===== config.mk =====
export PLATFORM = sky130hd
export DESIGN_NAME = ccd_frame_packer_flat
export DESIGN_NICKNAME = d
export VERILOG_FILES = /design/src/rtl/ccd_frame_packer_if.sv /design/src/rtl/ccd_frame_packer.sv /design/src/flat_wrapper.sv
export SDC_FILE = /design/constraint.sdc
export NUM_CORES = 1
export LEC_CHECK = 0
export CORE_MARGIN = 2
export CORE_UTILIZATION = 50
export CTS_CLUSTER_DIAMETER = 150
export CTS_CLUSTER_SIZE = 20
export DETAILED_ROUTE_END_ITERATION = 7
export PLACE_DENSITY = 0.77
export SKIP_CTS_REPAIR_TIMING = 1
export SYNTH_ARGS = -nofsm -noshare
export SYNTH_HDL_FRONTEND = slang
export SYNTH_SLANG_ARGS = --single-unit

===== constraint.sdc =====
create_clock -name i_clk -period 24.8 [get_ports i_clk]
set_input_delay 4.96 -clock i_clk [delete_from_list [all_inputs] [get_ports i_clk]]
set_output_delay 4.96 -clock i_clk [all_outputs]
set_load 0.01 [all_outputs]

===== src/rtl/ccd_frame_packer_if.sv =====
// Pixel-stream input and DMEM port-b write bus of the CCD frame packer.
// The master side is the camera/testbench; the slave side is the packer.
interface ccd_frame_packer_if #(
  parameter int PIX_W  = 8,
  parameter int WORD_W = 256,
  parameter int ADDR_W = 11
) ();
  logic              pix_valid;
  logic              pix_sof;
  logic [PIX_W-1:0]  pix_data;
  logic              dmem_wren;
  logic [ADDR_W-1:0] dmem_addr;
  logic [WORD_W-1:0] dmem_wrdata;

  modport master (
    output pix_valid, pix_sof, pix_data,
    input  dmem_wren, dmem_addr, dmem_wrdata
  );

  modport slave (
    input  pix_valid, pix_sof, pix_data,
    output dmem_wren, dmem_addr, dmem_wrdata
  );
endinterface


===== src/rtl/ccd_frame_packer.sv =====
// Packs a grayscale pixel stream into wide DMEM words written at sequential
// addresses, and raises img_done once the whole frame is in memory.
//
// state   | meaning
// IDLE    | disarmed, pixels ignored
// ARMED   | waiting for a start-of-frame pixel
// CAPTURE | packing pixels, one DMEM write per completed word
// DONE    | frame written, img_done held until enable drops
module ccd_frame_packer #(
  parameter int PIX_W        = 8,
  parameter int PIX_PER_WORD = 32,
  parameter int FRAME_PIX    = 784,
  parameter int ADDR_W       = 11,
  parameter int BASE_ADDR    = 0
) (
  input  logic              i_clk,
  input  logic              i_rst,
  input  logic              i_enable,
  ccd_frame_packer_if.slave io_bus,
  output logic              o_img_done,
  output logic              o_busy
);
  localparam int WORD_W = PIX_W * PIX_PER_WORD;
  localparam int LANE_W = (PIX_PER_WORD > 1) ? $clog2(PIX_PER_WORD) : 1;
  localparam int CNT_W  = $clog2(FRAME_PIX + 1);

  localparam logic [1:0] S_IDLE    = 2'd0;
  localparam logic [1:0] S_ARMED   = 2'd1;
  localparam logic [1:0] S_CAPTURE = 2'd2;
  localparam logic [1:0] S_DONE    = 2'd3;

  logic [1:0]        r_state;
  logic [CNT_W-1:0]  r_cnt;
  logic [LANE_W-1:0] r_lane;
  logic [ADDR_W-1:0] r_word_idx;
  logic [WORD_W-1:0] r_pack;
  logic              r_wren;
  logic [ADDR_W-1:0] r_addr;
  logic [WORD_W-1:0] r_wrdata;
  logic              r_done;

  logic              w_restart;
  logic              w_accept;
  logic [LANE_W-1:0] w_lane;
  logic [CNT_W-1:0]  w_cnt;
  logic [ADDR_W-1:0] w_widx;
  logic [WORD_W-1:0] w_pack_base;
  logic [WORD_W-1:0] w_pack_new;
  logic              w_last;
  logic              w_word_full;

  // A qualified sof in ARMED or CAPTURE starts the frame over at pixel 0.
  assign w_restart = i_enable & io_bus.pix_valid & io_bus.pix_sof &
                     ((r_state == S_ARMED) | (r_state == S_CAPTURE));
  assign w_accept  = i_enable & io_bus.pix_valid &
                     ((r_state == S_CAPTURE) | w_restart);

  assign w_lane      = w_restart ? '0 : r_lane;
  assign w_cnt       = w_restart ? '0 : r_cnt;
  assign w_widx      = w_restart ? '0 : r_word_idx;
  assign w_pack_base = w_restart ? '0 : r_pack;

  assign w_last      = (w_cnt == CNT_W'(FRAME_PIX - 1));
  assign w_word_full = (w_lane == LANE_W'(PIX_PER_WORD - 1)) | w_last;

  always_comb begin
    w_pack_new = w_pack_base;
    for (int k = 0; k < PIX_PER_WORD; k++) begin
      if (w_lane == LANE_W'(k)) w_pack_new[PIX_W*k +: PIX_W] = io_bus.pix_data;
    end
  end

  always_ff @(posedge i_clk or posedge i_rst) begin
    if (i_rst) begin
      r_state    <= S_IDLE;
      r_cnt      <= '0;
      r_lane     <= '0;
      r_word_idx <= '0;
      r_pack     <= '0;
      r_wren     <= 1'b0;
      r_addr     <= '0;
      r_wrdata   <= '0;
      r_done     <= 1'b0;
    end else begin
      r_wren <= 1'b0;

      case (r_state)
        S_IDLE: begin
          if (i_enable) r_state <= S_ARMED;
        end
        S_ARMED, S_CAPTURE: begin
          if (!i_enable)    r_state <= S_IDLE;
          else if (w_accept) r_state <= w_last ? S_DONE : S_CAPTURE;
        end
        S_DONE: begin
          if (!i_enable) begin
            r_state <= S_IDLE;
            r_done  <= 1'b0;
          end else begin
            r_done  <= 1'b1;
          end
        end
        default: r_state <= S_IDLE;
      endcase

      // The write strobe is registered, so it lands the cycle after the
      // pixel that completes a word; partial final words keep zero lanes.
      if (w_accept) begin
        r_cnt <= w_cnt + CNT_W'(1);
        if (w_word_full) begin
          r_wren     <= 1'b1;
          r_addr     <= ADDR_W'(BASE_ADDR) + w_widx;
          r_wrdata   <= w_pack_new;
          r_pack     <= '0;
          r_lane     <= '0;
          r_word_idx <= w_widx + ADDR_W'(1);
        end else begin
          r_pack     <= w_pack_new;
          r_lane     <= w_lane + LANE_W'(1);
          r_word_idx <= w_widx;
        end
      end
    end
  end

  assign io_bus.dmem_wren   = r_wren;
  assign io_bus.dmem_addr   = r_addr;
  assign io_bus.dmem_wrdata = r_wrdata;
  assign o_img_done         = r_done;
  assign o_busy             = (r_state == S_ARMED) | (r_state == S_CAPTURE);
endmodule


===== src/flat_wrapper.sv =====
// flat-port wrapper written by rule: the top's interface ports become plain ports
module ccd_frame_packer_flat 
#(
  parameter int PIX_W        = 8,
  parameter int PIX_PER_WORD = 32,
  parameter int FRAME_PIX    = 784,
  parameter int ADDR_W       = 11,
  parameter int BASE_ADDR    = 0
)
  (i_clk, i_rst, i_enable, o_img_done, o_busy, io_bus_pix_valid, io_bus_pix_sof, io_bus_pix_data, io_bus_dmem_wren, io_bus_dmem_addr, io_bus_dmem_wrdata);
  ccd_frame_packer_if #(.PIX_W(PIX_W), .WORD_W(256), .ADDR_W(ADDR_W)) io_bus_i ();
  input  logic i_clk;
  input  logic i_rst;
  input  logic i_enable;
  output logic o_img_done;
  output logic o_busy;
  input wire logic [$bits(io_bus_i.pix_valid)-1:0] io_bus_pix_valid;
  input wire logic [$bits(io_bus_i.pix_sof)-1:0] io_bus_pix_sof;
  input wire logic [$bits(io_bus_i.pix_data)-1:0] io_bus_pix_data;
  output wire logic [$bits(io_bus_i.dmem_wren)-1:0] io_bus_dmem_wren;
  output wire logic [$bits(io_bus_i.dmem_addr)-1:0] io_bus_dmem_addr;
  output wire logic [$bits(io_bus_i.dmem_wrdata)-1:0] io_bus_dmem_wrdata;
  assign io_bus_i.pix_valid = io_bus_pix_valid;
  assign io_bus_i.pix_sof = io_bus_pix_sof;
  assign io_bus_i.pix_data = io_bus_pix_data;
  assign io_bus_dmem_wren = io_bus_i.dmem_wren;
  assign io_bus_dmem_addr = io_bus_i.dmem_addr;
  assign io_bus_dmem_wrdata = io_bus_i.dmem_wrdata;
  ccd_frame_packer #(.PIX_W(PIX_W), .PIX_PER_WORD(PIX_PER_WORD), .FRAME_PIX(FRAME_PIX), .ADDR_W(ADDR_W), .BASE_ADDR(BASE_ADDR)) u_core (.i_clk(i_clk), .i_rst(i_rst), .i_enable(i_enable), .io_bus(io_bus_i), .o_img_done(o_img_done), .o_busy(o_busy));
endmodule

# == Word-level counts from Yosys, hierarchy flattened ==
# Index checks and enable logic that the tools add are counted.
# word_totals
input_bits,13
reg_bits,553
# op_classes
n_addsub,3
n_mux,48
n_reduce_logical,5
n_bitwise,7
eq_ne,38
# op_table
operator,n
$mux 256,2
$mux 8,32
$eq 5x5->1 const B,16
$eq 5x4->1 const B,8
$mux 11,2
$eq 5x3->1 const B,4
$add 11x1->11 const B,1
$add 10x1->10 const B,1
$eq 10x10->1 const B,1
$eq 5x2->1 const B,2
$mux 10,1
$mux 5,2
$mux 2,4
$pmux 2 s3,1
$add 5x1->5 const B,1
$eq 5x1->1 const B,1
$logic_not 5->1,1
$and 1x1->1,4
$eq 2x2->1 const B,2
$mux 1,4
$ne 2x2->1 const B,2
$ne 3x2->1 const B,1
$or 1x1->1,3
$reduce_and 3->1,1
4 further kinds,4

# == Logic depth before layout (Yosys ltp) ==
# depth
ltp_word,9
depth_mapped,18
depth_no_buf,10

# == Worst setup path after synthesis ==
# Ideal clock, no wire load.
# synth_timing
kind,input to register
start,input i_enable
end,register u_core.r_wrdata[10] (netlist: u_core.io_bus.dmem_wrdata[10])
path_stages,16
setup_slack_ps,16835
n_path_buf,8
t_arrival_ps,7840
cell_sequence,buf_4 -> nand4_2 -> buf_2 -> buf_1 -> clkbuf_1 -> and2_1 -> ha_1 -> and3_1 -> buf_2 -> a41oi_4 -> or2_1 -> buf_6 -> inv_6 -> buf_6 -> buf_6 -> mux2_2
# synth_between
elab_chain_len,7
word_cells_on_any_way,14
classes_between,eq/ne: 3; mux: 4; bitwise: 6; reduce/logical: 1
# synth_lines
element,line,source
"start, declared",flat_wrapper.sv:14,input logic i_enable;
$and 1x1->1 (*),"ccd_frame_packer.sv:53, ccd_frame_packer.sv:55",
$and 1x1->1 (2 in a row),ccd_frame_packer.sv:53,assign w_restart = i_enable & io_bus.pix_valid & io_bus.pix_sof &
$mux 10 or $mux 5 (tied branches),"ccd_frame_packer.sv:59, ccd_frame_packer.sv:58",
$eq 10x10->1 or $eq 5x5->1 (tied branches),"ccd_frame_packer.sv:63, ccd_frame_packer.sv:64",
$or 1x1->1,ccd_frame_packer.sv:64,assign w_word_full = (w_lane == LANE_W'(PIX_PER_WORD - 1)) | w_last;
$reduce_and 2->1 (no source line),--,
"end signal, assigned",ccd_frame_packer.sv:113,r_wrdata <= w_pack_new;
"end, declared",ccd_frame_packer.sv:39,logic [WORD_W-1:0] r_wrdata;
# Mark *: on every way between the ends. The rest lies on a longest branch, timed or not.
# A chain may end at the register's enable or synchronous reset.

# == Worst setup path in the final report ==
# layout_timing
start,input i_enable
end,register u_core.r_wrdata[148] (netlist: u_core.io_bus.dmem_wrdata[148])
# Same word-level chain as after synthesis.

==> qor.yml <==
place:
  placed_area_um2: 28500
  placedCellCount: 3038
  pre_cts_ws_ns: 14.29
  io_buffers: 282
  dp_hpwl_mm: 42.8
  gp_congestion: 0.789
power_and_ir_drop:
  internal_power_mw: 1.37
  leakage_nw: 14.4
  report.power.total_mw: 2.00
  vdd_drop_max_mv: 0.0564
  p_sw_mw: 0.630
  switching_share_pct: 31.5
  p_per_area_nw_per_um2: 68.4
  p_comb_share_pct: 21.4
  pwr-share-seq_pct: 53.3
  clockPowerShare_pct: 25.4
clock_tree:
  htreeDepth: 1
  clock-sinks: 553
  clock_latency_ns: 0.60
  clock_path_buffers: 3
  cts_tree: "yes"
  ctsRootBufferMaster: "clkbuf_16"
  cts_inserted_buffers: 31
  path_clk_slew_ns: 0.09
worst_hold_path:
  hold_path_class: "reg -> reg"
  holdPathStages: 1
synthesis:
  yosys_warnings: 0
  syn-cell-area_um2: 25500
  syn_avg_cell_area_um2: 11.4
  synth.area.top_cells: "dfrtp_1 (54%), mux2i_1 (8.9%), mux2_1 (7.9%)"
  ys.flop_type: "dfrtp_1"
  yosysTopAreaCell: "dfrtp_1"
  postSynthCellCount: 2236
  synthesis.nets: 2256
  synth_top_cell_area_share_pct: 54.2
  ys_seq_area_share_pct: 54.2
  synth.distinct_cells: 59
  synth_edf_count: 0
  ys_ff_latch: 553
  ys_async_sr_fraction_pct: 100
timing:
  final-hold-violation-count: 0
  period_minus_slack_ns: 9.90
  drv_slew: 0
  skew_ns: 0.00999
  worst_slack_ns: 14.90
  setup-tns-final_ns: 0
  fmax_mhz: 101
  hold_slack_ns: 0.485
  finalSetupViolCount: 0
  finalCritPeriodShare_pct: 39.9
  tightest_slew_ns: 1.26
  rsz0062_at_grt: "false"
  relSlewSlack_pct: 16.2
critical_path:
  slowest_stage: "nand4_4"
  path_depth: 11
  worst_r2r_path_depth: 12
  critPathMaxStageDelay_ns: 0.74
  cp.arrival_ns: 10.38
  worstPathRequired_ns: 25.27
  endpoint_kind: "flop"
  crit_fanout: 193
  startpoint_type: "input pin"
  path_cells: "clkdlybuf4s50_1, nand4_4, buf_12, and2_1, ha_1, and3_1, a41oi_4, or2_1, clkinv_8, buf_4, mux2_1"
  critPathBufInv: 4
  critPathKind: "in -> reg"
  cpLargestDelayFamily: "buffers and inverters"
routing:
  initialDrtViolationCount: 2042
  wl_mm: 68.2
  drc: 0
  vias: 18100
  routedWlPerCell_um: 22.2
  drt-vias-per-instance: 5.89
  dr.pass1.iters: 8
  antenna_left: 0
cells_and_area:
  n_antenna_cell: 0
  final_util_pct: 58.2
  final_area_um2: 29300
  final_cell_count_no_fill: 3070
  drive_above_1_share_pct: 8.34
  final_nets: 2419
  syn2layout_area_growth_pct: 14.7
grt:
  grt_max_degree: 194
  antenna_found_initial: 1
  grt_pass1_vias: 18000
  grt_pass1_wl_mm: 106
  grt.overflow.total: 0
  grtUsageTotal_pct: 25.5
floorplanning:
  io-pin-count: 283
  die_h_um: 230
  die_w_um: 230
  die_area_um2: 52900
  rows: 82
  core_area_um2: 50300
  initial_utilization_pct: 50.8
outcome:
  status: "complete, no violations"
job:
  maxCapViolCount: 0
synth_stat cells (14+ instances only):
master,n
dfrtp_1,553
mux2i_1,228
nand2_1,291
a32o_1,16
buf_6,27
buf_2,38
mux2_1,180
o22ai_1,225
buf_1,14
clkbuf_1,86
a31oi_1,30
nand3_2,26
inv_1,222
mux2_4,19
mux2_2,75
o21ai_0,38
power groups by stage:
stage	combinational [mW]	clock, mW	sequential [mW]
after floorplan	0.311	0	1.06
after global placement	0.407	0	1.08
after detailed placement	0.423	0	1.08
after CTS	0.424	0.517	1.06
after global routing	0.473	0.549	1.08
final	0.428	0.508	1.07
flip-flops by register name (all words and copies together), names as in the netlist:
signal,cells
u_core.r_cnt,10
u_core.r_pack,256
u_core.io_bus.dmem_addr,11
u_core.io_bus.dmem_wren,1
u_core.r_lane,5
u_core.r_state,2
u_core.o_img_done,1
u_core.r_word_idx,11
u_core.io_bus.dmem_wrdata,256
routing by layer:
| layer | up-vias | part of all wire [%] | track usage (%) |
|---|---|---|---|
| li1 | 8007 | - | - |
| met1 | 9215 | 44 | 37.2 |
| met4 | 0 | 3.0 | 7.76 |
| met5 | - | 0 | 0 |
| met3 | 138 | 6.8 | 3.21 |
| met2 | 731 | 46 | 40.0 |
logic make-up (layout without fill, tap and decap cells):
kind of cell | Yosys count | after routing | share of synthesized area [%]
fa+ha+maj | 7 | 7 | 0.343
mux | 502 | 502 | 21.3
simple gates | 419 | 419 | 7.93
buf+inv | 403 | 565 | 7.13
xor+xnor | 11 | 11 | 0.378
compound gates | 341 | 341 | 8.68
flops | 553 | 553 | 54.2
cells in the final DEF, fill, tap and decap left out, types with 10 or more instances in the layout:
| cell type | instances |
|---|---|
| nand4_1 | 13 |
| and3_1 | 11 |
| mux2_2 | 75 |
| clkdlybuf4s50_1 | 282 |
| mux2_1 | 180 |
| nand2_1 | 291 |
| mux2_4 | 19 |
| clkbuf_16 | 31 |
| nor2_1 | 12 |
| a32o_1 | 16 |
| o2bb2ai_1 | 10 |
| nand3_2 | 33 |
| mux2i_1 | 228 |
| dfrtp_1 | 553 |
| o22ai_1 | 225 |
| buf_4 | 19 |
| inv_1 | 221 |
| o21ai_0 | 38 |
| a31oi_1 | 30 |
| and2_1 | 11 |
worst paths after layout:
kind                              startpoint                             end  slack, ns
max                                 i_enable  u_core.io_bus.dmem_wrdata[148]      14.90
min                         u_core.r_pack[6]                u_core.r_pack[6]       0.48
max reg2reg                u_core.r_state[1]  u_core.io_bus.dmem_wrdata[148]      19.09
min reg2reg                 u_core.r_pack[6]                u_core.r_pack[6]       0.48
max in group asynchronous              i_rst   u_core.io_bus.dmem_wrdata[54]      16.78
min in group asynchronous              i_rst              u_core.r_pack[173]       4.93
cell type report:
| class | count | area, µm² |
|---|---|---|
| fillers | 4088 | 21000 |
| flip-flops and latches | 553 | 13800 |
| multi-input cells | 1280 | 9930 |
| clock buffers | 31 | 776 |
| repair buffers | 302 | 2990 |
| inverters | 231 | 887 |
| clock inverters | 1 | 8.76 |
| well taps | 672 | 841 |
Note: power is estimated with default switching activity, not from simulation.
